==> config.mk <==
export PLATFORM = sky130hd
export DESIGN_NAME = ts_buffer_write_arbiter
export DESIGN_NICKNAME = d
export VERILOG_FILES = /design/src/rtl/ts_buffer_write_arbiter.sv
export SDC_FILE = /design/constraint.sdc
export NUM_CORES = 1
export LEC_CHECK = 0
export BUFFER_PORTS_ARGS = -buffer_cell sky130_fd_sc_hd__clkbuf_2
export CAP_MARGIN = 40
export CORE_AREA = 5 5 187 189
export DETAILED_ROUTE_END_ITERATION = 12
export DIE_AREA = 0 0 192 194
export SLEW_MARGIN = 15
export SYNTH_ARGS = -nofsm -noshare
export SYNTH_HDL_FRONTEND = slang
export SYNTH_SLANG_ARGS = --single-unit
==> constraint.sdc <==
create_clock -name i_clk -period 3.5 [get_ports i_clk]
set_clock_uncertainty 0.1 [all_clocks]
set_input_delay 0.525 -clock i_clk [delete_from_list [all_inputs] [get_ports i_clk]]
set_output_delay 0.525 -clock i_clk [all_outputs]
set_load 0.02 [all_outputs]
==> src/rtl/ts_buffer_write_arbiter.sv <==
// Packet-atomic round-robin arbiter sharing the packet buffer write port between two writers; optional watchdog via PKT_ARB_TIMEOUT_EN.
// Latency: grant one cycle after wr in IDLE, next word one cycle after owner wr in HOLD; acks are combinational with i_wdata_ack.
// Backpressure: o_data_wr is held with frozen data until i_wdata_ack; non-owners wait (no ack) until the owner's tail is accepted.
module ts_buffer_write_arbiter #(
    parameter int unsigned TIMEOUT_CYCLES = 256
) (
    input  logic         i_clk,
    input  logic         i_rst_n,
    input  logic [133:0] iv_req0_wdata,
    input  logic         i_req0_wr,
    input  logic [15:0]  iv_req0_waddr,
    output logic         o_req0_ack,
    input  logic [133:0] iv_req1_wdata,
    input  logic         i_req1_wr,
    input  logic [15:0]  iv_req1_waddr,
    output logic         o_req1_ack,
    output logic [133:0] ov_wdata,
    output logic         o_data_wr,
    output logic [15:0]  ov_data_waddr,
    input  logic         i_wdata_ack,
    output logic         o_timeout_err,
    output logic [1:0]   ov_arb_state,
    output logic [15:0]  ov_req0_pkt_cnt,
    output logic [15:0]  ov_req1_pkt_cnt
);

    typedef enum logic [1:0] {
        IDLE = 2'd0,
        FWD  = 2'd1,
        HOLD = 2'd2
    } state_t;

    state_t         state, state_nxt;
    logic           owner, owner_nxt;
    logic           last_grant, last_grant_nxt;
    logic [133:0]   wdata_nxt;
    logic [15:0]    waddr_nxt;
    logic           data_wr_nxt;
    logic [15:0]    cnt0_nxt, cnt1_nxt;
    logic           timeout_err_nxt;
    logic           gnt_sel;
    logic           own_wr;
    logic [133:0]   own_wdata;
    logic [15:0]    own_waddr;

`ifdef PKT_ARB_TIMEOUT_EN
    logic [15:0]    to_cnt, to_cnt_nxt;
`else
    logic [15:0]    unused_timeout;
    assign unused_timeout = 16'(TIMEOUT_CYCLES);
`endif

    // On a tie the requester that did not win last time is granted.
    assign gnt_sel   = (i_req0_wr & i_req1_wr) ? ~last_grant : i_req1_wr;
    assign own_wr    = owner ? i_req1_wr     : i_req0_wr;
    assign own_wdata = owner ? iv_req1_wdata : iv_req0_wdata;
    assign own_waddr = owner ? iv_req1_waddr : iv_req0_waddr;

    assign o_req0_ack   = i_wdata_ack & o_data_wr & ~owner;
    assign o_req1_ack   = i_wdata_ack & o_data_wr &  owner;
    assign ov_arb_state = state;

    always_comb begin
        state_nxt       = state;
        owner_nxt       = owner;
        last_grant_nxt  = last_grant;
        wdata_nxt       = ov_wdata;
        waddr_nxt       = ov_data_waddr;
        data_wr_nxt     = o_data_wr;
        cnt0_nxt        = ov_req0_pkt_cnt;
        cnt1_nxt        = ov_req1_pkt_cnt;
        timeout_err_nxt = 1'b0;
`ifdef PKT_ARB_TIMEOUT_EN
        to_cnt_nxt      = to_cnt;
`endif
        case (state)
            IDLE: begin
                if (i_req0_wr | i_req1_wr) begin
                    owner_nxt   = gnt_sel;
                    wdata_nxt   = gnt_sel ? iv_req1_wdata : iv_req0_wdata;
                    waddr_nxt   = gnt_sel ? iv_req1_waddr : iv_req0_waddr;
                    data_wr_nxt = 1'b1;
                    state_nxt   = FWD;
                end
            end
            FWD: begin
                if (i_wdata_ack) begin
                    data_wr_nxt = 1'b0;
                    if (ov_wdata[133:132] == 2'b10) begin
                        state_nxt      = IDLE;
                        last_grant_nxt = owner;
                        if (owner) cnt1_nxt = ov_req1_pkt_cnt + 16'd1;
                        else       cnt0_nxt = ov_req0_pkt_cnt + 16'd1;
                    end else begin
                        state_nxt = HOLD;
`ifdef PKT_ARB_TIMEOUT_EN
                        to_cnt_nxt = 16'd0;
`endif
                    end
                end
            end
            HOLD: begin
                if (own_wr) begin
                    wdata_nxt   = own_wdata;
                    waddr_nxt   = own_waddr;
                    data_wr_nxt = 1'b1;
                    state_nxt   = FWD;
                end
`ifdef PKT_ARB_TIMEOUT_EN
                // Stalled owner loses the port and its packet is not counted.
                else if (to_cnt == 16'(TIMEOUT_CYCLES - 1)) begin
                    state_nxt       = IDLE;
                    timeout_err_nxt = 1'b1;
                    last_grant_nxt  = owner;
                end else begin
                    to_cnt_nxt = to_cnt + 16'd1;
                end
`endif
            end
            default: state_nxt = IDLE;
        endcase
    end

    always_ff @(posedge i_clk) begin
        if (!i_rst_n) begin
            state           <= IDLE;
            owner           <= 1'b0;
            last_grant      <= 1'b1;
            ov_wdata        <= '0;
            ov_data_waddr   <= '0;
            o_data_wr       <= 1'b0;
            ov_req0_pkt_cnt <= '0;
            ov_req1_pkt_cnt <= '0;
            o_timeout_err   <= 1'b0;
`ifdef PKT_ARB_TIMEOUT_EN
            to_cnt          <= '0;
`endif
        end else begin
            state           <= state_nxt;
            owner           <= owner_nxt;
            last_grant      <= last_grant_nxt;
            ov_wdata        <= wdata_nxt;
            ov_data_waddr   <= waddr_nxt;
            o_data_wr       <= data_wr_nxt;
            ov_req0_pkt_cnt <= cnt0_nxt;
            ov_req1_pkt_cnt <= cnt1_nxt;
            o_timeout_err   <= timeout_err_nxt;
`ifdef PKT_ARB_TIMEOUT_EN
            to_cnt          <= to_cnt_nxt;
`endif
        end
    end

endmodule

**After elaboration in Yosys (flattened, before gate mapping)**

Index checks and enable logic that the tools add are counted.
W data, S select, Z words.

- Equal/unequal tests: 6
- Add/sub/neg operators: 2
- Reduce and logical (&&, ||, !) cells: 10
- Muxes and demuxes: 21
- Bitwise gates (word level): 7

Operators with widths:

| operator | count |
|---|---|
| $mux W134 | 4 |
| $pmux W134 S2 | 1 |
| $mux W16 | 4 |
| $add A16 B1 Y16 const B | 2 |
| $pmux W16 S2 | 1 |
| $reduce_and A4 Y1 | 3 |
| $reduce_and A3 Y1 | 3 |
| $mux W2 | 4 |
| $ne A2 B2 Y1 const B | 3 |
| $pmux W2 S3 | 1 |
| $mux W1 | 5 |
| $and A1 B1 Y1 | 4 |
| $eq A2 B2 Y1 const B | 2 |
| $pmux W1 S3 | 1 |
| $reduce_bool A3 Y1 | 1 |
| $eq A2 B1 Y1 const B | 1 |
| $logic_not A2 Y1 | 1 |
| $not A1 Y1 | 2 |
| $reduce_and A2 Y1 | 1 |
| $reduce_bool A2 Y1 | 1 |
| $or A1 B1 Y1 | 1 |

- Bits of input ports: 305
- Word-level logic and storage cells: 54
- Output and inout bits: 188
- Register bits after elaboration: 187

**Longest topological paths before layout**

- Word-level depth: 5
- Mapped depth: 7
- Gate-level depth less buffers: 5

**Worst setup path before layout**

Ideal clock, no wire load.

- Path kind: register to register
- From: reg state[0] (netlist: ov_arb_state[0])
- To: reg ov_wdata[116]
- Data arrival time: 1822 ps
- Stages on the path, launching flop included: 7
- Slack: 1504 ps
- Clock period less this slack: 1996 ps
- Cells stage by stage: dfxtp_1 -> nand2b_1 -> mux2i_1 -> buf_2 -> buf_1 -> nand2_1 -> a31oi_1

- Longest elaborated chain between the ends: 3
- Elaborated cells on any way between the ends: 7
- Those cells by class: 3 x eq/ne; 1 x mux; 3 x reduce/logical

RTL lines:

| item | RTL line | text |
|---|---|---|
| from (decl) | 33 | `state_t state, state_nxt;` |
| from (signal assigned) | 139 | `state <= state_nxt;` |
| $eq A2 B2 Y1 or $logic_not A2 Y1 (tied branches) | 76 | `case (state)` |
| $ne A2 B2 Y1 (no line) or $reduce_bool A2 Y1 (tied branches) | -- |  |
| $reduce_and A3 Y1 (no line) | -- |  |
| to (signal assigned) | 142 | `ov_wdata <= wdata_nxt;` |
| to (decl) | 17 | `output logic [133:0] ov_wdata,` |

Several ways; a longest one is shown, not always the timed one.
A chain may end at the register's enable or synchronous reset.

**Worst setup path in the final report**

- From: reg owner
- To: reg ov_wdata[20]

- Longest elaborated chain between the ends: 3
- Elaborated cells on any way between the ends: 6
- Those cells by class: 1 x eq/ne; 4 x mux; 1 x reduce/logical

RTL lines:

| item | RTL line | text |
|---|---|---|
| from (decl) | 34 | `logic owner, owner_nxt;` |
| from (signal assigned) | 140 | `owner <= owner_nxt;` |
| $mux W134 or $mux W1 (tied branches) | 56, 55 |  |
| $mux W134 or $ne A2 B2 Y1 (tied branches) | -- |  |
| $pmux W134 S2 or $reduce_and A3 Y1 (tied branches) | -- |  |

Several ways; a longest one is shown, not always the timed one. The select of a mux whose other input is x is not followed.

==> reports/qor.txt <==
Final Critical Period: 2659 ps
CTS tree: done
Detail Placement HPWL: 24.11 mm
Die Y: 194 um
Synthesized area per cell: 7.583 um2
P_leak: 5.379 nW
Setup WS pre-CTS: 925.1 ps
DR iter-0 viols: 549
Overall routed net length: 32.37 mm
Vias in the first global route: 8790
Syn_nets: 1362
Worst-Skew Late Latency: 440 ps
Share of cells above drive strength 1: 0.3579
Largest family of logic cells by synthesized area: compound AO/OA/AOI/OAI gates
Seq/Total Area, Yosys: 0.4679
MaxCap Viol Count: 0
Worst-margin pin slew: 868.8 ps
Via count: 9169
Clock sinks: 187
Compound-Gate Fraction of Synth Area: 0.2398
Synth Area in Simple Gates: 0.2186
Critical Path Source Type: flop
GRT Overall Usage: 0.1663
IO Port Bufs: 491
PwrDens: 502.7 nW/um2
I/O pin total: 493
RSZ-0062 raised after global routing: false
CTS Root Cell: clkbuf_16
Reg power frac: 0.429
Vias per inst: 4.726
Die area: 37250 um2
Sw Ratio: 0.3206
Dpl cells: 1909
Final std cells w/o fill: 1940
Total CTS buffers: 17
Die W: 192 um
Initial Util: 0.2416
Wire length per cell: 16.69 um
Initial antenna violation count: 0
Setup TNS Final: 0 ps
Row count: 67
Final setup margin: 841.4 ps
Hold_buf cts: 0
Commonest non-fill, non-tap cell in the layout: clkbuf_2
Synth area leaders: dfxtp_1, nand2_1, a31oi_1
Setup Buffers After CTS: 0
H-tree levels: 4
Largest net degree at the start of global routing: 185
Crit. End Element: flop
Commonest cells after routing, fill and taps aside: clkbuf_2, nand2_1, dfxtp_1
WS Path Type: flop to flop
Pint: 3.894 mW
Hold Fails Final Rpt: 0
Clk pin slew, worst setup/hold paths: 70 ps
Mapped cell area: 8000 um2
Global-route wire length before repair: 49.51 mm
Status: completed
Period Utilization, post-route: 0.7596
Cell taking the most area after synthesis: dfxtp_1
CTS max path bufs: 2
Critical Path RT: 3770 ps
Pins Over Slew Limit: 0
Remaining Overflow, GRT: 0
Largest fanout on the critical path: 184
Max-slew headroom: 0.4196
Arr. time, crit path: 2930 ps
Clk pwr share: 0.348
Nets: 1787
1st-pass router iterations: 5
Adder-cell share of the synthesized area: 0.003128
Worst Hold Class: primary input to flop
Area delta synth->final: 42.52%
Diodes inserted: 0
GP Congestion: 0.8164
#FFs+latches synth: 187
Mux contribution to synthesized area: 0.01017
Yosys top cell area share: 0.4679
DRT antenna net count: 0
CORE AREA: 33110 um2
Synth cell types: 44
Final setup vio count: 0
Comb pwr share: 0.223
Fmax: 376.1 MHz
Peak supply drop: 0.3358 mV
YS warnings: 0
DRC: 0
Synth Area in XOR/XNOR: 0.01095
Post_cts resized: 0
Net switching power: 1.837 mW
Post-Synthesis Cells: 1055
[worst max-delay path: stages (launching register included)]
cell	delay [ps]
dfxtp_1	760
mux2i_1	280
a211oi_4	430
buf_12	470
o21ai_0	180
a31oi_1	190
[through the flow]
| step | cell area [um2] | util | hold WS [ps] | total power [mW] |
|---|---|---|---|---|
| finish | 11400 | 0.3443 | 212.6 | 5.732 |
| global route | 11400 | 0.3443 | 186.1 | 6.041 |
| CTS | 11400 | 0.3443 | 177.7 | 5.814 |
| detailed placement | 10810 | 0.3266 | 362.6 | 3.798 |
| global placement | 10810 | 0.3266 | 356.3 | 3.782 |
| floorplan | 8000 | - | 335.0 | 3.218 |
[power by group through the flow]
stage / logic [mW] / clock network (mW) / registers, mW
after global placement: 1.28 / 0 / 2.50
after detailed placement: 1.29 / 0 / 2.50
after global routing: 1.41 / 2.15 / 2.48
after floorplan: 0.480 / 0 / 2.74
final: 1.28 / 1.99 / 2.46
after CTS: 1.30 / 2.06 / 2.46
[registers in the layout, summed over array words and instances, names as in the netlist]
register         count
owner                1
ov_req1_pkt_cnt     16
o_data_wr            1
last_grant           1
ov_arb_state         2
ov_req0_pkt_cnt     16
ov_wdata           134
ov_data_waddr       16
[cell families (layout without fill, tap and decap cells)]
| group | Yosys count | in the layout |
|---|---|---|
| buffers and inverters | 99 | 536 |
| AO/OA/AOI/OAI | 340 | 340 |
| XOR/XNOR | 10 | 10 |
| flip-flops | 187 | 187 |
| multiplexers | 8 | 8 |
| AND/OR/NAND/NOR | 408 | 408 |
| adder cells (fa/ha/maj) | 2 | 2 |
| other | 1 | 1 |
[area by class of cell]
class                           count  area, um2
Clock inverter                      9      113.9
Multi-Input combinational cell    769       3889
Fill cell                        3588      21710
Tap cell                          448      560.5
Sequential cell                   187       3744
Clock buffer                       22      474.2
Inverter                            5      18.77
Timing Repair Buffer              500       2603
[worst paths after layout]
| path | from | end | slack [ps] | cells past startpoint |
|---|---|---|---|---|
| setup reg to reg | owner | ov_wdata[20] | 840 | 5 |
| hold / removal | iv_req1_wdata[98] | ov_wdata[98] | 210 | 3 |
| setup / recovery | owner | ov_wdata[20] | 840 | 5 |
| hold reg to reg | last_grant | last_grant | 380 | 2 |
[cells in the mapped netlist]
library cell,n
o21ai_0,164
mux2_2,1
a211o_1,1
a21oi_1,17
and2_1,1
and3_1,6
xnor2_1,1
a31oi_1,151
buf_2,12
nand4_2,1
nand3b_4,1
clkbuf_2,1
and4b_1,1
o21bai_1,1
nand4_1,10
a21boi_0,1
conb_1,1
xor2_1,9
and4_1,4
clkbuf_1,75
o31ai_1,1
nor4_1,2
buf_1,5
mux2i_1,7
a32oi_1,1
and3b_1,3
o21a_1,1
inv_1,5
buf_4,1
a22oi_1,1
nand2b_1,5
nor2_1,20
nor2b_1,2
dfxtp_1,187
nand2_1,314
nor4bb_1,1
nand4b_1,2
ha_1,2
a211oi_2,1
or4_1,2
nand3_1,16
nand3b_1,2
or3_1,13
nor3_1,2
[metal layers]
metal	share of wire	GRT usage	vias up
met2	0.49	0.2804	398
li1	-	-	4565
met4	0.023	0.05203	0
met3	0.086	0.05546	39
met1	0.40	0.2000	4167
met5	0	0	-
No activity file was read; power rests on OpenSTA's default activity.
